**src/rtl/sms_pkg.sv**
```systemverilog
// Shared save-RAM definitions: sector size and backup controller state encoding.
package sms_pkg;

  localparam int SECT_BYTES = 512;

  typedef enum logic [1:0] {
    IDLE      = 2'd0,
    REQ       = 2'd1,
    WAIT_ACK  = 2'd2,
    WAIT_DONE = 2'd3
  } sav_state_t;

endpackage

```
**src/rtl/sav_backup_ctrl.sv**
```systemverilog
// Save-RAM backup sequencer: loads the backup image on mount, writes it back on request.
// Optional idle-timed autosave after core writes is built with `define SAV_AUTOSAVE_EN.
module sav_backup_ctrl
  import sms_pkg::*;
#(
  parameter int          SECTORS  = 16,
  parameter logic [23:0] IDLE_CYC = 24'd5_000_000
) (
  input  logic        clk_sys,
  input  logic        reset,
  input  logic        img_mounted,
  input  logic [31:0] img_size,
  input  logic        ioctl_download,
  input  logic        save_req,
  input  logic        sd_ack,
  input  logic        nvram_we,
  output logic [31:0] sd_lba,
  output logic        sd_rd,
  output logic        sd_wr,
  output logic        bk_ena,
  output logic        bk_reset,
  output logic        busy
);

  localparam int LBA_W = (SECTORS > 1) ? $clog2(SECTORS) : 1;
  localparam logic [LBA_W-1:0] LAST_LBA = LBA_W'(SECTORS - 1);

  sav_state_t       state, state_nxt;
  logic [LBA_W-1:0] lba_cnt, lba_nxt;
  logic             rd_nxt, wr_nxt, bk_reset_nxt;
  logic             is_load, is_load_nxt;
  logic             abort, abort_nxt;
  logic             save_start;
  logic             auto_fire;

  // Edge registers track the inputs even in reset, so a level already high at release is not an edge.
  logic mount_q, save_q, dl_q, ack_q;

  always_ff @(posedge clk_sys) begin
    mount_q <= img_mounted;
    save_q  <= save_req;
    dl_q    <= ioctl_download;
    ack_q   <= sd_ack;
  end

  logic mount_rise, save_rise, dl_rise, ack_rise, ack_fall, mount_set;
  assign mount_rise = img_mounted & ~mount_q;
  assign save_rise  = save_req & ~save_q;
  assign dl_rise    = ioctl_download & ~dl_q;
  assign ack_rise   = sd_ack & ~ack_q;
  assign ack_fall   = ~sd_ack & ack_q;
  assign mount_set  = mount_rise & (img_size != 32'd0);

  always_ff @(posedge clk_sys) begin
    if (reset) begin
      bk_ena <= 1'b0;
    end else if (dl_rise) begin
      bk_ena <= 1'b0;
    end else if (mount_set) begin
      bk_ena <= 1'b1;
    end
  end

`ifdef SAV_AUTOSAVE_EN
  logic        dirty;
  logic [23:0] quiet_cnt;

  always_ff @(posedge clk_sys) begin
    if (reset) begin
      dirty     <= 1'b0;
      quiet_cnt <= 24'd0;
    end else begin
      if (nvram_we) begin
        dirty <= 1'b1;
      end else if (save_start) begin
        dirty <= 1'b0;
      end
      if (nvram_we) begin
        quiet_cnt <= 24'd0;
      end else if (quiet_cnt != IDLE_CYC) begin
        quiet_cnt <= quiet_cnt + 24'd1;
      end
    end
  end

  assign auto_fire = dirty & (quiet_cnt == IDLE_CYC);
`else
  logic unused_autosave;
  assign unused_autosave = ^{nvram_we, IDLE_CYC};
  assign auto_fire       = 1'b0;
`endif

  always_ff @(posedge clk_sys) begin
    if (reset) begin
      state    <= IDLE;
      lba_cnt  <= '0;
      sd_rd    <= 1'b0;
      sd_wr    <= 1'b0;
      bk_reset <= 1'b0;
      is_load  <= 1'b0;
      abort    <= 1'b0;
    end else begin
      state    <= state_nxt;
      lba_cnt  <= lba_nxt;
      sd_rd    <= rd_nxt;
      sd_wr    <= wr_nxt;
      bk_reset <= bk_reset_nxt;
      is_load  <= is_load_nxt;
      abort    <= abort_nxt;
    end
  end

  always_comb begin
    state_nxt    = state;
    lba_nxt      = lba_cnt;
    rd_nxt       = sd_rd;
    wr_nxt       = sd_wr;
    bk_reset_nxt = 1'b0;
    is_load_nxt  = is_load;
    abort_nxt    = abort;
    save_start   = 1'b0;

    case (state)
      IDLE: begin
        abort_nxt = 1'b0;
        // A mount sets bk_ena this same cycle, so it may start a load directly; a download edge vetoes both.
        if (mount_set && !dl_rise) begin
          state_nxt   = REQ;
          lba_nxt     = '0;
          rd_nxt      = 1'b1;
          wr_nxt      = 1'b0;
          is_load_nxt = 1'b1;
        end else if ((save_rise || auto_fire) && bk_ena && !dl_rise) begin
          state_nxt   = REQ;
          lba_nxt     = '0;
          rd_nxt      = 1'b0;
          wr_nxt      = 1'b1;
          is_load_nxt = 1'b0;
          save_start  = 1'b1;
        end
      end

      REQ: begin
        // An unusually fast host may ack here; catch it so the edge is not lost.
        if (ack_rise) begin
          rd_nxt    = 1'b0;
          wr_nxt    = 1'b0;
          state_nxt = WAIT_DONE;
        end else begin
          state_nxt = WAIT_ACK;
        end
      end

      WAIT_ACK: begin
        if (ack_rise) begin
          rd_nxt    = 1'b0;
          wr_nxt    = 1'b0;
          state_nxt = WAIT_DONE;
        end
      end

      WAIT_DONE: begin
        if (ack_fall) begin
          if (lba_cnt == LAST_LBA || abort || dl_rise) begin
            state_nxt    = IDLE;
            bk_reset_nxt = is_load & ~abort & ~dl_rise;
          end else begin
            lba_nxt   = lba_cnt + LBA_W'(1);
            rd_nxt    = is_load;
            wr_nxt    = ~is_load;
            state_nxt = WAIT_ACK;
          end
        end
      end

      default: state_nxt = IDLE;
    endcase

    if (state != IDLE && dl_rise) begin
      abort_nxt = 1'b1;
    end
  end

  assign sd_lba = {{(32 - LBA_W){1'b0}}, lba_cnt};
  assign busy   = (state != IDLE);

endmodule

```
**config.mk**
```make
export PLATFORM = sky130hd
export DESIGN_NAME = sav_backup_ctrl
export DESIGN_NICKNAME = d
export VERILOG_FILES = /design/src/rtl/sms_pkg.sv /design/src/rtl/sav_backup_ctrl.sv
export SDC_FILE = /design/constraint.sdc
export NUM_CORES = 1
export LEC_CHECK = 0
export ABC_AREA = 0
export BUFFER_PORTS_ARGS = -buffer_cell sky130_fd_sc_hd__buf_2
export CORE_MARGIN = 4
export CORE_UTILIZATION = 46
export CTS_BUF_LIST = sky130_fd_sc_hd__clkbuf_4 sky130_fd_sc_hd__clkbuf_8
export CTS_CLUSTER_DIAMETER = 100
export DETAILED_ROUTE_END_ITERATION = 7
export PLACE_DENSITY = 0.87
export RECOVER_POWER = 25
export SYNTH_ARGS = -nofsm -noshare
export SYNTH_HDL_FRONTEND = slang
export SYNTH_SLANG_ARGS = --single-unit
```
**constraint.sdc**
```tcl
create_clock -name clk_sys -period 3.01 [get_ports clk_sys]
set_clock_uncertainty 0.05 [all_clocks]
set_input_delay 0.1505 -clock clk_sys [delete_from_list [all_inputs] [get_ports clk_sys]]
set_output_delay 0.1505 -clock clk_sys [all_outputs]
set_load 0.02 [all_outputs]
```
* Word level (Yosys, flattened, before mapping)
Index checks and enable logic that the tools add are counted.
Storage, ports and cells: bits in registers 16, input port bits 39, output and inout port bits 37, logic and storage cells 86
Cells by class: add/subtract/negate cells 1, equal/unequal tests 9, muxes and demuxes 25, bitwise gates (word level) 19, reduce and logical (&&, ||, !) cells 20
Operators with widths (count):
- nonzero test 32 bit | 1
- 2-to-1 mux 4 bit | 4
- 2-to-1 mux 1 bit | 12
- inverter 1 bit | 11
- 2-to-1 mux 2 bit | 5
- AND 1 bit | 8
- case mux 2 bit (4 select lines) | 1
- case mux 4 bit (2 select lines) | 1
- AND reduction 4 bit | 2
- nonzero test 2 bit | 4
- inequality test 2 bit, second input constant | 3
- case mux 1 bit (3 select lines) | 2
- adder 4 x 1 -> 4 bit, second input constant | 1
- equality test 2 bit, second input constant | 2
- equality test 4 bit, second input constant | 1
- logical AND 1 bit | 4
- OR reduction 2 bit | 2
- OR reduction 4 bit | 1
- inequality test 3 bit, second input constant | 1
- AND reduction 3 bit | 1
- equality test 2 x 1 -> 1 bit, second input constant | 1
- zero test 2 bit | 1
- logical OR 1 bit | 2
- inequality test 2 x 1 -> 1 bit, second input constant | 1
- 2 further kinds | 2

* Depth between registers and ports, before layout
Gate-level depths: netlist of the first run.
depth after elaboration 7, depth in mapped cells 8, depth with buffers taken out 8

* Worst setup path after synthesis of the first run
OpenSTA, ideal clock, no wires.
path type register -> register, start reg state[0], end reg lba_cnt[2], library setup time 0.117 ns, data arrival time 1.752 ns, data required time 2.843 ns, setup slack 1.091 ns, cell stages (with the launch flop) 9, buffers on the path 1, clock period less this slack 1.919 ns, path through dfxtp_1 -> ha_1 -> buf_2 -> inv_2 -> o41ai_2 -> o2111ai_1 -> nand2_1 -> o21ai_1 -> a32o_1
On the way: cells in the longest elaborated chain, start to end 3, elaborated cells between the ends (all ways) 8, classes of those cells 4 x eq/ne; 1 x mux; 3 x reduce/logical
Ends and longest elaborated chain:
- start, declared | line sav_backup_ctrl.sv:28 | sav_state_t state, state_nxt;
- start signal, assigned | line sav_backup_ctrl.sv:103 | state <= state_nxt;
- equality test 2 bit or zero test 2 bit (tied branches) | line sav_backup_ctrl.sv:123 | case (state)
- inequality test 2 bit (no line) (tied with other cells)
- AND reduction 4 bit (no line)
- end signal, assigned | line sav_backup_ctrl.sv:104 | lba_cnt <= lba_nxt;
- end, declared | line sav_backup_ctrl.sv:29 | logic [LBA_W-1:0] lba_cnt, lba_nxt;
Several ways; a longest one is shown, not always the timed one. A chain may end at the register's enable or synchronous reset.

* Worst setup path in the final report of the first run
Ends and elaborated chain as after synthesis.

==> results of run 1 <==
## critical path, cell delays in order (launching register included)
cell and delay [ps]:
dfxtp_1 450, ha_1 360, inv_2 120, o41ai_2 410, o2111ai_1 180, nand2_1 200
o21ai_1 90, a32o_1 210
## power by group
| group | leakage [nW] | total, mW | switching [mW] | internal (mW) |
|---|---|---|---|---|
| registers | 0.131 | 0.260 | 0.0239 | 0.236 |
| logic | 0.501 | 0.339 | 0.208 | 0.131 |
| clock network | 0.0138 | 0.108 | 0.0619 | 0.0464 |
## stage by stage
step                      hold WS, ps  instances
after floorplan                   128        163
after detailed placement          217        206
after global placement            215        206
final                             147        213
after global routing              186        213
after CTS                         144        213
## registers in the layout, indices dropped and copies added, names as in the netlist
| signal | flops |
|---|---|
| abort | 1 |
| ack_q | 1 |
| bk_ena | 1 |
| bk_reset | 1 |
| dl_q | 1 |
| is_load | 1 |
| lba_cnt | 4 |
| mount_q | 1 |
| save_q | 1 |
| sd_rd | 1 |
| sd_wr | 1 |
| state | 2 |
## logic make-up after synthesis
| group | Yosys count | synth area share |
|---|---|---|
| fa+ha+maj | 5 | 0.0559 |
| flops | 16 | 0.286 |
| buf+inv | 36 | 0.223 |
| other cells | 1 | 0.00335 |
| mux | 3 | 0.0268 |
| compound gates | 23 | 0.151 |
| simple gates | 52 | 0.254 |
## worst max path at each step
stage	from	depth (start not counted)	slack, ps	to
final	state[0]	7	850	lba_cnt[2]
after global routing	state[0]	7	670	lba_cnt[0]
after CTS	state[0]	7	840	lba_cnt[2]
after detailed placement	state[0]	7	870	lba_cnt[2]
after global placement	state[0]	7	860	lba_cnt[2]
after floorplan	state[0]	8	1090	lba_cnt[2]
## synth_stat cells (3+ instances only)
master and instances:
inv_1 4, nand2_1 10, nor3_1 3, mux2i_1 3, ha_1 5, nor4_1 8, nor2_1 10, nand3_1 3
buf_4 28, a21oi_1 5, o21ai_0 5, dfxtp_1 16, nand2b_1 4
## layer usage
metal	vias to the layer above	track usage	wire (um)
li1	524	-	-
met1	451	0.154	924
met2	57	0.232	1110
met3	5	0.0407	311
met4	0	0.0596	37
met5	-	0	0
## cell type report
class	instances	share of cell area
clock buffers	3	0.0171
multi-input cells	111	0.495
well taps	28	0.0267
repair buffers	50	0.203
inverters	5	0.0143
flip-flops and latches	16	0.244
==> results.md, run 1 <==
* NumNets Final at ~230
* Clk_lat worst skew at 280 ps
* Hold_sp: reset
* Initial antenna violation count at 0
* Total track usage at 0.135
* Slew @ Worst Pin at 610 ps
* Worst Hold End: is_load
* R2R cell count at 7
* HP Class: in2reg
* GRT overflow at 0
* Status: finished, final reports clean
* Hold Path Depth at 2
* CTS hold repair buffers at 4
* CTS buffer count at 3
* Area contributors post-synth: dfxtp_1 29%, buf_4 19%, ha_1 5.6%, nor4_1 4.5%, nand2_1 3.4%
* Yosys top cell by area: dfxtp_1
* Critical Path Fanout Max at 9
* Largest net degree at the start of global routing at 16
* CTS Buffer Depth at 2
* Port Buf Inserts at between 40 and 50
* Final setup viols at 0
* Root Buffer Master: clkbuf_4
* WL/cell at between 10 and 15 um
* Avg Inst Size Synth at between 8 and 9 um2
* DR vias at about 1000
* Number of global-route vias before repair at 894
* Share of the synthesized area in the top cell type at 0.286
* Fmax at between 0.4 and 0.5 GHz
* 1st-iter DRT viols at 19
* Filler cell count at between 200 and 250
* WP data arrival at 2290 ps
* Detailed Routing Iterations Pass 1 at 4
* Post-CTS Setup Inserts at 0
* H-Tree Level Count at 1
* EDFF count, synth at 0
* DIE HEIGHT at between 50 and 60 um
* Power Density at around 540 mW/mm2
* Post-CTS Resized at 0
* Die area at approximately 0.0033 mm2
* R2r setup slk at ~850 ps
* Setup ws final at ~850 ps
* Initial Utilization at 0.497
* Critical Path Source Type: flip-flop
* Flops & latches, synth at 16
* Reg-to-Reg End: lba_cnt[2]
* Max VDD drop at 0.432 mV
* CTS tree: built
* Final Wtd Congestion at approximately 0.78
* Clk pin slew, worst setup/hold paths at around 90 ps
* Most common cell after layout, fill and taps aside: buf_2
* Reg2reg start: state[0]
* Yosys cell types at 38
* Inserted Diodes at 0
* DRC at 0
* Async set-reset flop share out of synthesis at 0
* CP Capture Type: flip-flop
* Slew Limit Headroom at 0.592
* Final hold viol count at 0
* Setup TNS at 0 ps
* First-pass GRT wire length at between 3 and 4 mm
* IO Count at 76
* Antenna viol nets, final at 0
* Sink Count at 16
* Required @ worst endpoint at 3140 ps
* Most frequent cells in the layout: 43 x buf_2, 28 x conb_1, 16 x dfxtp_1
* Cell Area, Placed at approximately 0.0013 mm2
* Finished layout cell area at between 0.001 and 0.0015 mm2
* Detailed Route WL at around 2.4 mm
* Vias/cell at 4.87
* Core Rows at 17
* Register area at approximately 320 um2
* Synth Instances at 136
* Die W at approximately 57 um
* Layout area overhead at 17.3%
* Final Slew Violations at 0
* Place WS at between 800 and 900 ps
* Sequential-to-total area share from yosys stat at 0.286
* Multi-input gate area at 651 um2
* Share of cells above drive strength 1 at 0.292
* Mapped cell area at around 0.0011 mm2
* Tcrit/Tclk final at 0.718
* RSZ-0062 raised after global routing: no
* Post-DP HPWL at 1.98 mm
* WS Path Type: reg2reg
* # Max-Cap Violations at 0
* YS warnings at 0
* Main synth FF type: dfxtp_1
* Core area at approximately 0.0023 mm2
* Crit path time final at 2160 ps
* Post-route core utilization at 0.583
* Leakage power total at between 0.6 and 0.7 nW
* Total power at between 0.7 and 0.8 mW
(Power assumes the default switching activity.)
==> run 2: changes to the inputs <==
CORE_UTILIZATION = 43   (was 46)
PLACE_DENSITY = 0.82   (was 0.87)
clock period = 2.15 ns   (was 3.01 ns; I/O delays follow)
==> run 2 against run 1 <==
  * Power increased by 50%
  * Flip-flop and latch count unchanged
  * Clock power increased by 83%
  * Worst hold slack got worse by 47 ps
  * Register-to-register slack got worse by 680 ps
  * Sequential share of layout area decreased by 0.59 points
  * Non-clock buffer count increased by 2
  * Clock-buffer cell count increased by 1
  * Global-route usage increased by 0.70 points
  * Design area increased by 2.5%
  * Wire length increased by 10%
==> results.md, run 2 (synthesis results as in run 1) <==
* Status: finished, final reports clean
* Initial antenna violation count at 0
* Port Buf Inserts at 46
* Crit path time final at approximately 2000 ps
* Most common cell after layout, fill and taps aside: buf_2
* WL/cell at ~12 um
* WS Path Type: in2reg
* 1st-iter DRT viols at 20
* Required @ worst endpoint at between 2000 and 2500 ps
* Slew @ Worst Pin at ~640 ps
* Max VDD drop at 0.491 mV
* Sink Count at 16
* Critical Path Fanout Max at 8
* DIE HEIGHT at a little under 60 um
* Most frequent cells in the layout: 42 x buf_2, 28 x conb_1, 16 x dfxtp_1
* Filler cell count at 241
* GRT overflow at 0
* Antenna viol nets, final at 0
* CTS tree: built
* Place WS at around 190 ps
* Fmax at approximately 0.50 GHz
* Final setup viols at 0
* Number of global-route vias before repair at approximately 940
* Final Slew Violations at 0
* CTS buffer count at 3
* Post-CTS Setup Inserts at 0
* CTS Buffer Depth at 2
* Final Wtd Congestion at around 0.83
* First-pass GRT wire length at about 4 mm
* Hold Path Depth at 2
* Core area at between 0.002 and 0.0025 mm2
* Final hold viol count at 0
* Biggest regs: lba_cnt x4, state x2
* Critical Path Source Type: primary input
* RSZ-0062 raised after global routing: no
* Die W at 59.0 um
* IO Count at 76
* Root Buffer Master: clkbuf_4
* Reg2reg start: lba_cnt[0]
* Register name with the most flops: lba_cnt
* Largest net degree at the start of global routing at 16
* Core Rows at 18
* Clk pin slew, worst setup/hold paths at roughly 90 ps
* Setup ws final at 134 ps
* Post-route core utilization at 0.543
* Power Density at ~790 mW/mm2
* Inserted Diodes at 0
* H-Tree Level Count at 1
* NumNets Final at around 230
* WP data arrival at 2190 ps
* Leakage power total at about 0.66 nW
* HP Class: in2reg
* CP startpoint: ioctl_download
* DRC at 0
* Post-DP HPWL at 2.15 mm
* # Max-Cap Violations at 0
* Detailed Route WL at around 2.6 mm
* Max FFs per register at 4
* R2R cell count at 6
* Detailed Routing Iterations Pass 1 at 4
* DR vias at ~1100
* Initial Utilization at 0.452
* Share of cells above drive strength 1 at 0.303
* Layout area overhead at 20.2%
* Die area at around 0.0035 mm2
* Hold_sp: reset
* Total track usage at 0.142
* Vias/cell at 4.92
* CP Capture Type: flip-flop
* Slew Limit Headroom at 0.571
* Tcrit/Tclk final at 0.938
* Clk_lat worst skew at 290 ps
* Worst hold slack at 99.8 ps
* Setup TNS at 0 ps
-- run 2: changes by cell type in the layout (fill, tap and decap cells not counted), sizes merged --
| cell | delta |
|---|---|
| buf | +1 |
| clkbuf | +2 |
-- run 2: metrics by stage --
| step | power (mW) | std cells | area [um2] |
|---|---|---|---|
| final | 1.06 | 218 | 1350 |
| after global routing | 1.15 | 218 | 1350 |
| after global placement | 0.844 | 210 | 1270 |
| after CTS | 1.07 | 218 | 1350 |
| after floorplan | 0.764 | 163 | 1220 |
| after detailed placement | 0.861 | 210 | 1270 |
-- run 2: path summary, 6_finish.rpt --
check | to | slack (ps)
setup / recovery | sd_wr | 130
hold / removal | lba_cnt[0] | 100
hold reg to reg | sd_rd | 430
setup reg to reg | sd_wr | 170
-- run 2: cell type report --
class	instances	area [um2]	share of cell area
multi-input combinational	111	653	0.485
sequential	16	320	0.238
timing repair buffer	52	280	0.208
tap	30	37.5	0.0279
clock buffer	4	36.3	0.0270
inverter	5	18.8	0.0139
-- run 2: repair_timing --
action / 4_1_cts / 5_1_grt
hold buffers: 4 / 0
endpoints found under the hold margin: 4 / 0
resized for setup: 0 / 1
setup endpoints to repair: 0 / 1
-- run 2: per-layer routing --
metal  vias up  global-route usage  wire (um)
li1        533                   -          -
met1       479               0.177       1010
met2        61               0.240       1220
met3         0              0.0501        393
met4         0              0.0259          0
met5         -                   0          0
-- run 2: where the power goes --
group	total, mW	internal, mW	switching (mW)
logic	0.507	0.197	0.310
registers	0.359	0.330	0.0283
clock network	0.198	0.103	0.0951
total	1.06	0.630	0.433
-- run 2: critical path, cell delays in order --
cell and delay, ps:
dlygate4sd3_1 530, buf_2 120, nor2b_1 220, o31ai_2 380, a2bb2oi_2 160, or4b_1 520, a21oi_1 140
